## src/rtl/color_stream_pkg.sv

```systemverilog
// rtl/color_stream_pkg.sv - shared types, defaults and helpers for the color channel router
//
// Contents:
//   DEFAULT_NCH / DEFAULT_CW : default channel count and channel width
//   MAP_MAX_W                : width of the vector returned by identity_map
//   sel_width(nch)           : bits needed per output select (values 0..nch, nch = force zero)
//   identity_map(nch)        : packed select vector with output i selecting input i,
//                              output 0 in the most significant field
//   cfg_state_t              : mapping update state (CFG_IDLE, CFG_PENDING)
package color_stream_pkg;

  localparam int DEFAULT_NCH = 3;
  localparam int DEFAULT_CW  = 8;
  localparam int MAP_MAX_W   = 64;

  function automatic int sel_width(input int nch);
    return $clog2(nch + 1);
  endfunction

  // Field i occupies bits [(nch-i)*sw-1 -: sw]; the result is right-aligned in
  // MAP_MAX_W bits so callers take the low nch*sw bits.
  function automatic logic [MAP_MAX_W-1:0] identity_map(input int nch);
    logic [MAP_MAX_W-1:0] m;
    int sw;
    m  = '0;
    sw = sel_width(nch);
    for (int i = 0; i < nch; i++) begin
      for (int b = 0; b < sw; b++) begin
        if ((nch - 1 - i) * sw + b < MAP_MAX_W) begin
          m[(nch - 1 - i) * sw + b] = i[b];
        end
      end
    end
    return m;
  endfunction

  typedef enum logic [0:0] {
    CFG_IDLE,
    CFG_PENDING
  } cfg_state_t;

endpackage

```

## src/rtl/stream_pipe_stage.sv

```systemverilog
// rtl/stream_pipe_stage.sv - one valid/ready register slice with a registered payload
//
// Parameters:
//   W        payload width
// Ports:
//   clk      system clock
//   rst      asynchronous active-high reset; clears valid and payload
//   s_valid  upstream beat valid
//   s_ready  slice can take a beat (empty, or its content leaves this cycle)
//   s_data   upstream payload
//   m_valid  slice holds a beat
//   m_ready  downstream takes the held beat
//   m_data   held payload, stable while m_valid && !m_ready
module stream_pipe_stage #(
  parameter int W = 8
) (
  input  logic         clk,
  input  logic         rst,
  input  logic         s_valid,
  output logic         s_ready,
  input  logic [W-1:0] s_data,
  output logic         m_valid,
  input  logic         m_ready,
  output logic [W-1:0] m_data
);

  assign s_ready = !m_valid || m_ready;

  always_ff @(posedge clk or posedge rst) begin
    if (rst) begin
      m_valid <= 1'b0;
      m_data  <= '0;
    end else if (s_ready) begin
      m_valid <= s_valid;
      // Payload only moves with a real beat so m_data keeps the last value when idle.
      if (s_valid) begin
        m_data <= s_data;
      end
    end
  end

endmodule

```

## src/rtl/color_channel_router.sv

```systemverilog
// rtl/color_channel_router.sv - per-output color channel select with frame-synchronous remapping
//
// Optional feature macro: COLOR_ROUTER_INVERT_EN (adds cfg_inv and per-output inversion).
//
// Parameters:
//   NCH   color channels per pixel
//   CW    bits per channel
//   SW    select width per output (derived, leave at default)
// Ports:
//   clk          system clock
//   rst          asynchronous active-high reset
//   cfg_sel      requested mapping, output i select at [(NCH-i)*SW-1 -: SW]; >= NCH forces zero
//   cfg_inv      (COLOR_ROUTER_INVERT_EN only) per-output invert, output i at bit NCH-1-i
//   cfg_load     capture cfg_sel (and cfg_inv) into the shadow register
//   cfg_pending  shadow captured but waiting for a frame boundary
//   s_valid/s_ready/s_data/s_sof/s_eof  input pixel stream, channel 0 in the MSBs
//   m_valid/m_ready/m_data/m_sof/m_eof  routed pixel stream, same packing, 2-cycle latency
module color_channel_router
  import color_stream_pkg::*;
#(
  parameter int NCH = DEFAULT_NCH,
  parameter int CW  = DEFAULT_CW,
  parameter int SW  = sel_width(NCH)
) (
  input  logic              clk,
  input  logic              rst,
  input  logic [NCH*SW-1:0] cfg_sel,
`ifdef COLOR_ROUTER_INVERT_EN
  input  logic [NCH-1:0]    cfg_inv,
`endif
  input  logic              cfg_load,
  output logic              cfg_pending,
  input  logic              s_valid,
  output logic              s_ready,
  input  logic [NCH*CW-1:0] s_data,
  input  logic              s_sof,
  input  logic              s_eof,
  output logic              m_valid,
  input  logic              m_ready,
  output logic [NCH*CW-1:0] m_data,
  output logic              m_sof,
  output logic              m_eof
);

  localparam int DW = NCH * CW;
  localparam int PW = DW + 2;
  localparam logic [MAP_MAX_W-1:0] ID_FULL = identity_map(NCH);
  localparam logic [NCH*SW-1:0]    ID_MAP  = ID_FULL[NCH*SW-1:0];

  cfg_state_t        cfg_state;
  logic              in_frame;
  logic [NCH*SW-1:0] active_sel;
  logic [NCH*SW-1:0] shadow_sel;
  logic [NCH*SW-1:0] next_shadow_sel;
  logic [NCH*SW-1:0] beat_sel;
  logic              accept;
  logic              acc_sof;
  logic              acc_eof;
  logic              sof_takes_shadow;
  logic [DW-1:0]     routed;
  logic [CW-1:0]     ch;
  logic              st1_valid;
  logic              st1_ready;
  logic [PW-1:0]     st1_data;
  logic [PW-1:0]     st2_data;

`ifdef COLOR_ROUTER_INVERT_EN
  logic [NCH-1:0]    active_inv;
  logic [NCH-1:0]    shadow_inv;
  logic [NCH-1:0]    next_shadow_inv;
  logic [NCH-1:0]    beat_inv;
`endif

  assign accept  = s_valid && s_ready;
  assign acc_sof = accept && s_sof;
  assign acc_eof = accept && s_eof;

  // The freshest requested mapping: this cycle's cfg_sel wins over the stored shadow.
  assign next_shadow_sel = cfg_load ? cfg_sel : shadow_sel;

  // A sof beat adopts a waiting (or same-cycle) mapping itself. Gated on s_valid
  // rather than acceptance: the mux result only matters for an accepted beat,
  // and this keeps m_ready out of the select path.
  assign sof_takes_shadow = s_valid && s_sof && (cfg_load || (cfg_state == CFG_PENDING));
  assign beat_sel         = sof_takes_shadow ? next_shadow_sel : active_sel;

`ifdef COLOR_ROUTER_INVERT_EN
  assign next_shadow_inv = cfg_load ? cfg_inv : shadow_inv;
  assign beat_inv        = sof_takes_shadow ? next_shadow_inv : active_inv;
`endif

  always_comb begin
    routed = '0;
    ch     = '0;
    for (int i = 0; i < NCH; i++) begin
      ch = '0;
      // Select values NCH and above match no input and leave the channel at zero.
      for (int j = 0; j < NCH; j++) begin
        if (int'(beat_sel[(NCH-i)*SW-1 -: SW]) == j) begin
          ch = s_data[(NCH-j)*CW-1 -: CW];
        end
      end
`ifdef COLOR_ROUTER_INVERT_EN
      if (beat_inv[NCH-1-i]) begin
        ch = ~ch;
      end
`endif
      routed[(NCH-i)*CW-1 -: CW] = ch;
    end
  end

  always_ff @(posedge clk or posedge rst) begin
    if (rst) begin
      cfg_state   <= CFG_IDLE;
      cfg_pending <= 1'b0;
      in_frame    <= 1'b0;
      active_sel  <= ID_MAP;
      shadow_sel  <= ID_MAP;
`ifdef COLOR_ROUTER_INVERT_EN
      active_inv  <= '0;
      shadow_inv  <= '0;
`endif
    end else begin
      if (accept) begin
        in_frame <= s_eof ? 1'b0 : (s_sof ? 1'b1 : in_frame);
      end
      if (cfg_load) begin
        shadow_sel <= cfg_sel;
`ifdef COLOR_ROUTER_INVERT_EN
        shadow_inv <= cfg_inv;
`endif
      end
      case (cfg_state)
        CFG_IDLE: begin
          if (cfg_load) begin
            // Safe to switch now between frames, or when the new frame starts this cycle.
            if (acc_sof || !in_frame) begin
              active_sel <= cfg_sel;
`ifdef COLOR_ROUTER_INVERT_EN
              active_inv <= cfg_inv;
`endif
            end else begin
              cfg_state   <= CFG_PENDING;
              cfg_pending <= 1'b1;
            end
          end
        end
        CFG_PENDING: begin
          // Apply at the next frame boundary: the new frame's sof or the old frame's eof.
          if (acc_sof || acc_eof) begin
            active_sel  <= next_shadow_sel;
`ifdef COLOR_ROUTER_INVERT_EN
            active_inv  <= next_shadow_inv;
`endif
            cfg_state   <= CFG_IDLE;
            cfg_pending <= 1'b0;
          end
        end
        default: begin
          cfg_state   <= CFG_IDLE;
          cfg_pending <= 1'b0;
        end
      endcase
    end
  end

  stream_pipe_stage #(.W(PW)) u_stage1 (
    .clk     (clk),
    .rst     (rst),
    .s_valid (s_valid),
    .s_ready (s_ready),
    .s_data  ({routed, s_sof, s_eof}),
    .m_valid (st1_valid),
    .m_ready (st1_ready),
    .m_data  (st1_data)
  );

  stream_pipe_stage #(.W(PW)) u_stage2 (
    .clk     (clk),
    .rst     (rst),
    .s_valid (st1_valid),
    .s_ready (st1_ready),
    .s_data  (st1_data),
    .m_valid (m_valid),
    .m_ready (m_ready),
    .m_data  (st2_data)
  );

  assign m_data = st2_data[PW-1:2];
  assign m_sof  = st2_data[1];
  assign m_eof  = st2_data[0];

endmodule

```

## config.mk

```make
export PLATFORM = sky130hd
export DESIGN_NAME = color_channel_router
export DESIGN_NICKNAME = d
export VERILOG_FILES = /design/src/rtl/color_stream_pkg.sv /design/src/rtl/stream_pipe_stage.sv /design/src/rtl/color_channel_router.sv
export SDC_FILE = /design/constraint.sdc
export NUM_CORES = 1
export LEC_CHECK = 0
export ABC_CLOCK_PERIOD_IN_PS = 2200
export CORE_ASPECT_RATIO = 0.9
export CORE_MARGIN = 8
export CORE_UTILIZATION = 47
export DETAILED_ROUTE_END_ITERATION = 16
export PLACE_DENSITY = 0.76
export SYNTH_ARGS = -nofsm -noshare
export SYNTH_HDL_FRONTEND = slang
export SYNTH_HIERARCHICAL = 1
export SYNTH_SLANG_ARGS = --single-unit
```

## constraint.sdc

```tcl
create_clock -name clk -period 2.2 [get_ports clk]
set_clock_uncertainty 0.1 [all_clocks]
set_input_delay 0.44 -clock clk [delete_from_list [all_inputs] [get_ports clk]]
set_output_delay 0.44 -clock clk [all_outputs]
set_load 0.01 [all_outputs]
```

Word-level counts from Yosys, hierarchy flattened. Cells that the tools add are included. Widths: inputs -> output; s select.

Equal/unequal tests: 10. Multiplexer cells: 25. Bitwise gates (word level): 1. Reductions and logical operators: 22.

Operator list (number): $mux 8 (9); $mux 6 (5); $eq 2x2->1 const B (6); $pmux 6 s2 (1); $mux 1 (8); $logic_not 2->1 (3); $ne 2x2->1 const B (3); $reduce_and 2->1 (3); $reduce_and 3->1 (2); $logic_and 1x1->1 (5); $logic_or 1x1->1 (5); $pmux 1 s2 (2); $logic_not 1->1 (3); $ne 2x1->1 const B (1); $reduce_bool 2->1 (1); $not 1->1 (1).

Bits in registers: 69. Output and inout port bits: 29. Logic and storage cells: 67.

Longest topological paths before layout. Gate-level depths: netlist (run 1).

Depth after elaboration: 9. Gate-level depth with buffers: 7. Gate-level depth less buffers: 6.

By module. Netlist (run 1), hierarchy kept.

By module, submodules not included: stream_pipe_stage (instances 2, cells an instance 59, area each 1101.1 µm², sequential area each 675.6 µm²); color_channel_router (instances 1, cells an instance 124, area each 1341.3 µm², sequential area each 380.4 µm²).

Worst setup path before layout (run 1). No wires, ideal clock.

Kind: register to register. Start: register cfg_state. End: register u_stage1.m_data[8]. Arrival time: 1928 ps. Required time: 2036 ps. Setup slack: 108 ps. Stages on the path, launching flop included: 8. Path buffers: 2. Cells stage by stage: dfrtp_1 -> buf_6 -> o211ai_4 -> mux2i_1 -> and2_0 -> buf_6 -> o2bb2ai_1 -> mux2_4.

Longest elaborated chain between the ends: 7. Elaborated cells on any way between the ends: 9.

Ends and longest elaborated chain: start: declaration (line color_channel_router.sv:50) `cfg_state_t cfg_state;`; start signal: assignment (line color_channel_router.sv:114) `cfg_state <= CFG_IDLE;`; start signal: assignment (line color_channel_router.sv:143) `cfg_state <= CFG_PENDING;`; start signal: assignment (line color_channel_router.sv:155) `cfg_state <= CFG_IDLE;`; $logic_or 1x1->1 * (line color_channel_router.sv:84) `assign sof_takes_shadow = s_valid && s_sof && (cfg_load || (cfg_state == CFG_PENDING));`; $logic_and 1x1->1 * (line color_channel_router.sv:84); $mux 6 * (line color_channel_router.sv:85) `assign beat_sel = sof_takes_shadow ? next_shadow_sel : active_sel;`; $logic_not 2->1 (line color_channel_router.sv:99) `if (int'(beat_sel[(NCH-i)*SW-1 -: SW]) == j) begin`; $mux 8 (2 in series) (line color_channel_router.sv:99); $mux 8 * (line color_channel_router.sv:99); net ch[6] (line color_channel_router.sv:61) `logic [CW-1:0] ch;`; end signal: assignment (line stream_pipe_stage.sv:37) `m_data <= s_data;`; end: declaration (line stream_pipe_stage.sv:24) `output logic [W-1:0] m_data`.

The timed path passes the listed nets; every way through them passes the cells marked *. A chain may end at the register's enable or synchronous reset.

Final worst setup path (run 1).
Start: input port cfg_load. End: register u_stage1.m_data[14].

Elaborated cells on any way between the ends: 10.

RTL lines: start: declaration (line color_channel_router.sv:31) `input logic cfg_load,`; $mux 6 *; net next_shadow_sel[2] (line color_channel_router.sv:54) `logic [NCH*SW-1:0] next_shadow_sel;`; $mux 6 * (line color_channel_router.sv:85); $logic_not 2->1 (line color_channel_router.sv:99); $mux 8 (2 in series) (line color_channel_router.sv:99); $mux 8 * (line color_channel_router.sv:99); net routed[12] (line color_channel_router.sv:60) `logic [DW-1:0] routed;`.

Marks and branches as above.

==> impl_metrics.ini, run 1 <==
[clock_network]
postCtsSetupBuffers = 0
h-tree-depth = 3
cts_root_buf = clkbuf_8
clkTransAtPathRegs_ns = 0.07
clock_sinks = 69
clk_path_buf_depth = 2
cts_made_buffers = 9
clock_latency_ns = 0.33
cts_tree = yes

[routing]
drc = 0
wl_per_cell_um = 18.1
routed_wirelength_um = 8070
ant_nets = 0
vias_per_cell = 5.18
num_vias = 2309
drt_iter0_drc = 71
dr.pass1.iters = 4

[setup_path]
critical_path_buf_inv_count = 4
setup.worst_path.end_class = flip-flop
crit_path_start_kind = input port
cp_cell_sequence = dlygate4sd2_1, buf_4, mux2_4, mux2i_4, buf_12, and2_1, buf_4, o2bb2ai_1, mux2_4
r2r_cells = 8
cp_max_fo = 9
crit_slowest_cell = dlygate4sd2_1
reg2reg_to = u_stage1/m_data[14]
r2r_start = cfg_state
cp.arrival_ns = 2.26
critPathKind = input port to flip-flop
r2r_setup_slack_ns = 0.17
slowest_delay_ns = 0.31
cp_top_family = buffers and inverters
cp.required_ns = 2.38

[sta]
rsz0062_at_grt = false
slew_viol_final = 0
hold_viol_final = 0
post-route-period-util_pct = 94.7
slew_headroom_pct = 60.0
tightestPinTransition_ns = 0.599
setup_viol = 0
worst_hold_slack_ns = 0.218
fin_crit_ns = 2.08
fmaxAchievable_mhz = 480

[die]
placementRows = 30
pin_count = 66
die_h_um = 98.4
initial_core_util_pct = 47.7
die_area_mm2 = 0.0106
coreArea_mm2 = 0.00743
die_x_um = 108

[job]
max_cap_violations = 0

[power_and_ir_drop]
total_power_mw = 5.72
leakage_nw = 2.25
vdd_drop_max_mv = 0.507
power.density_mw_per_mm2 = 1200

[grt]
use_met2_pct = 24.2
grtUsageTotal_pct = 15.9
met3_usage_pct = 3.42
top_usage_layer = met2
grt_pass1_vias = 2539
grt_overflow = 0
grt_pass1_wl_um = 13200
grt_max_degree = 28
grt_antenna_before_repair = 0
met1_usage_pct = 21.5

[synthesis]
async_flop_share_pct = 100
synth_top_area_share_pct = 45.9
syn_area_per_cell_um2 = 14.6
synth-main-ff-cell = dfrtp_1
synth_nets = 279
syn-cell-area_mm2 = 0.00354
synthCells = 242
synth-seq-cells = 69
yosys_warnings = 6
yosys.area.top_type = dfrtp_1
synth_edf_count = 0
synth_cell_types = 24
yosysSeqAreaShare_pct = 48.9
ys_top_cells_by_area = dfrtp_1 (46%), mux2_4 (18%), mux2i_1 (9.3%)

[placed_design]
gp_congestion = 0.786
dpl.hpwl_um = 6110
port_buffers = 65

[cells_and_area]
fin_util_pct = 64.4
nets = 382
layout_commonest_cell = dfrtp_1
diodes = 0
drive_gt1_share_pct = 35.4
syn2layout_area_growth_pct = 35.0
final_cell_mix = dfrtp_1 (65), clkdlybuf4s50_1 (61), mux2_4 (43)
fill_cells = 576

[outcome]
status = finished clean

[worst_hold_path]
hp-class = input port to asynchronous set/reset pin
-- worst max path at each step --
stage,startpoint,endpoint,cells past startpoint
floorplan,cfg_state,u_stage1/m_data[8],7
global placement,cfg_load,u_stage1/m_data[14],9
detailed placement,cfg_load,u_stage1/m_data[14],9
CTS,cfg_load,u_stage1/m_data[14],9
global route,cfg_load,u_stage1/m_data[14],9
finish,cfg_load,u_stage1/m_data[14],9
-- kinds of logic after synthesis --
kind of cell	count (synthesis)	synth area share [%]
multiplexers	97	35.2
buffers and inverters	20	4.10
flip-flops	69	48.9
AO/OA/AOI/OAI	37	8.30
AND/OR/NAND/NOR	19	3.57
-- routing by layer --
| layer | vias to the layer above | share of wire, % |
|---|---|---|
| met4 | 0 | 1.3 |
| li1 | 1091 | - |
| met1 | 1156 | 48 |
| met2 | 53 | 47 |
| met3 | 9 | 4.3 |
| met5 | - | 0 |
-- synthesized netlist by cell type, types with 4 or more instances --
cell	n
buf_6	8
nand2_1	5
dfstp_2	4
o21ai_0	5
mux2i_1	33
inv_1	10
dfrtp_1	65
mux2_4	43
a21oi_1	5
o2bb2ai_1	24
mux2_2	18
-- worst reg2reg max path, delay by kind of cell, from the launching register on --
family | cells | cell delay [ns]
muxes | 2 | 0.42
AOI/OAI and AO/OA | 2 | 0.34
and+or+nand+nor | 1 | 0.21
buffers and inverters | 3 | 0.48
DFF | 1 | 0.42
-- power breakdown --
| group | switching (mW) | leakage [nW] | internal, mW |
|---|---|---|---|
| Sequential | 0.306 | 0.839 | 1.79 |
| Combinational | 0.938 | 1.31 | 1.57 |
| Clock | 0.475 | 0.104 | 0.643 |
| Total | 1.72 | 2.25 | 4.00 |
-- sequential cells by signal (all words and copies together), names as in the netlist --
register	cells
cfg_state	1
active_sel	6
shadow_sel	6
cfg_pending	1
in_frame	1
u_stage1/m_data	26
u_stage2/m_valid	1
u_stage2/m_data	26
u_stage1/m_valid	1
-- final cells by class --
type	instances	area, um2	share of cell area (%)
clock buffer	11	131	2.75
clock inverter	5	85.1	1.78
sequential	69	1730	36.2
multi-input combinational	153	1670	34.8
timing repair buffer	102	1010	21.1
tap	96	120	2.51
inverter	10	37.5	0.785
-- through the flow --
step	std cells	setup slack, ns	TNS (ns)	area, um2
2_1_floorplan	242	0.108	0	3540
6_report	446	0.117	0	4780
5_1_grt	446	0.0587	0	4780
3_5_place_dp	430	-0.455	-10.85	4570
3_3_place_gp	430	-0.416	-9.52	4570
4_1_cts	446	0.130	0	4780
-- repair_timing --
item,CTS,global route
resized for setup,4,0
hold buffers,0,0
setup endpoints to repair,25,0
(Power assumes the default switching activity.)
==> run 2, diff against run 1 <==
--- a/config.mk
+++ b/config.mk
@@ -8,9 +8,11 @@
 export ABC_CLOCK_PERIOD_IN_PS = 2200
 export CORE_ASPECT_RATIO = 0.9
 export CORE_MARGIN = 8
-export CORE_UTILIZATION = 47
+export CORE_UTILIZATION = 55
 export DETAILED_ROUTE_END_ITERATION = 16
-export PLACE_DENSITY = 0.76
+export DONT_BUFFER_PORTS = 1
+export PLACE_DENSITY = 0.73
+export SETUP_SLACK_MARGIN = 0.3
 export SYNTH_ARGS = -nofsm -noshare
 export SYNTH_HDL_FRONTEND = slang
 export SYNTH_HIERARCHICAL = 1
==> run 2 against run 1 <==
Effect of this change:
- register-to-register slack worse by 0.02 ns
- final cell count decreased by 21%
- setup slack improved by 0.036 ns
- worst hold slack got worse by 0.14 ns
- sequential share of layout area up 6.5 points
- via count down 11%
- critical endpoint is now u_stage1/m_data[7]
- highest routed layer unchanged
==> impl_metrics.ini, run 2 (synthesized netlist as in run 1, its figures left out) <==
[outcome]
status = finished clean

[placed_design]
dp_slack_ns = -0.0756
gp_congestion = 0.825
dpl.hpwl_um = 5470
port_buffers = 0

[cells_and_area]
largestRegisters = u_stage1/m_data (26), u_stage2/m_data (26)
fill_cells = 447
final_cell_mix = dfrtp_1 (65), mux2_4 (43), mux2i_1 (30)
diodes = 0
layout_commonest_cell = dfrtp_1
regArea_mm2 = 0.00173
nets = 299
syn2layout_area_growth_pct = 14.3
multi_input_comb_area_mm2 = 0.00170
drive_gt1_share_pct = 42.7

[sta]
slew_headroom_pct = 59.8
tightestPinTransition_ns = 0.602
post-route-period-util_pct = 93.0
setup_viol = 0
fin_ws_ns = 0.153
fmaxAchievable_mhz = 489
hold_viol_final = 0
rsz0062_at_grt = true
slew_viol_final = 0
fin_crit_ns = 2.05

[clock_network]
cts_root_buf = clkbuf_8
cts_tree = yes
h-tree-depth = 3
clk_path_buf_depth = 2
clkTransAtPathRegs_ns = 0.07
clock_sinks = 69
cts_made_buffers = 9
clock_latency_ns = 0.35

[power_and_ir_drop]
intPower_mw = 3.81
total_power_mw = 5.45
power.density_mw_per_mm2 = 1340
switchingPower_mw = 1.64
swShare_pct = 30.0
combinationalPowerShare_pct = 34.2
vdd_drop_max_mv = 0.557
sequentialPowerShare_pct = 41.0
leakage_nw = 1.93
pwr-share-clk_pct = 24.8

[routing]
num_vias = 2050
drc = 0
vias_per_cell = 5.79
drt_iter0_drc = 129
wl_per_cell_um = 21.7
dr.pass1.iters = 4
ant_nets = 0
routed_wirelength_um = 7690

[grt]
grt_antenna_before_repair = 0
grt_pass1_vias = 2251
grt_overflow = 0
grt_max_degree = 28
grtUsageTotal_pct = 17.5
grt_pass1_wl_um = 12200

[die]
coreArea_mm2 = 0.00618
placementRows = 27
initial_core_util_pct = 57.3
die_area_mm2 = 0.00927
die_x_um = 101
pin_count = 66
die_h_um = 92.1

[setup_path]
setup.worst_path.end_class = flip-flop
cp.required_ns = 2.34
r2r_cells = 7
critPathKind = flip-flop to flip-flop
r2r_start = cfg_state
crit_path_start_kind = flip-flop
r2r_setup_slack_ns = 0.15
reg2reg_to = u_stage1/m_data[7]
cp.arrival_ns = 2.19
cp_max_fo = 5

[worst_hold_path]
hold_depth = 1
min_to = in_frame
hp-class = input port to flip-flop
min-delay-start = s_valid

[job]
max_cap_violations = 0
==> run 2: cell count changes in the layout (fill, tap and decap cells not counted), moves of 2 or more <==
| cell | delta |
|---|---|
| clkdlybuf4s50_1 | -61 |
| dlygate4sd2_1 | -4 |
| bufinv_16 | +2 |
| buf_12 | -3 |
| o2bb2ai_2 | +2 |
| clkinv_4 | -2 |
| mux2i_2 | +3 |
| and2_2 | +2 |
| o2bb2ai_1 | -2 |
| mux2i_1 | -3 |
| buf_4 | -18 |
==> run 2: area by class of cell <==
type                       instances  share of cell area [%]
clock inverter                     6                    3.30
clock buffer                      10                    3.15
inverter                          10                   0.926
timing repair buffer              19                    5.34
tap                               87                    2.69
multi-input combinational        153                    41.8
sequential                        69                    42.7
==> run 2: worst max-delay path by stage <==
stage | from | end | slack [ns] | cells past startpoint
detailed placement | cfg_load | u_stage1/m_data[13] | -0.08 | 5
global route | cfg_state | u_stage1/m_data[3] | 0.10 | 7
finish | cfg_state | u_stage1/m_data[7] | 0.15 | 7
floorplan | cfg_state | u_stage1/m_data[8] | 0.11 | 7
global placement | cfg_load | u_stage1/m_data[21] | -0.06 | 5
CTS | cfg_state | u_stage1/m_data[7] | 0.18 | 8
==> run 2: repair_timing <==
item | CTS | global route
endpoints found under the hold margin | 65 | 0
gates cloned | 0 | 1
endpoints found under the setup margin | 24 | 29
hold buffers | 1 | 0
resized for setup | 2 | 8
buffers inserted | 5 | 1
pin swaps | 13 | 8
==> run 2: stage by stage <==
| step | hold WS, ns | util, % | setup TNS [ns] | cells | instance area [um2] |
|---|---|---|---|---|---|
| after floorplan | 0.239 | - | 0 | 242 | 3540 |
| after global placement | 0.0808 | 58.9 | -0.0973 | 330 | 3640 |
| after detailed placement | 0.0813 | 58.9 | -0.340 | 330 | 3640 |
| after CTS | 0.0614 | 64.6 | 0 | 352 | 3990 |
| after global routing | 0.0816 | 65.5 | 0 | 354 | 4050 |
| final | 0.0817 | 65.5 | 0 | 354 | 4050 |
==> run 2: routing by layer <==
| layer | wire, um | track usage [%] | vias up |
|---|---|---|---|
| met1 | 3270 | 20.9 | 1042 |
| li1 | - | - | 933 |
| met2 | 3610 | 26.6 | 69 |
| met3 | 732 | 7.78 | 6 |
| met4 | 72 | 7.55 | 0 |
| met5 | 0 | 0 | - |
==> run 2: critical path: stages, from the launching register on <==
cell and delay, ns:
dfrtp_1 0.42, o211ai_4 0.19, buf_12 0.16, mux2i_4 0.31
buf_12 0.16, mux2i_2 0.22, o2bb2ai_2 0.11, mux2_2 0.26
==> run 2: power by group through the flow <==
stage | Combinational [mW] | Sequential, mW | Clock [mW]
after floorplan | 1.42 | 2.13 | 0
after global placement | 1.61 | 2.25 | 0
after detailed placement | 1.67 | 2.26 | 0
after CTS | 1.78 | 2.25 | 1.39
after global routing | 2.01 | 2.30 | 1.44
final | 1.86 | 2.23 | 1.35
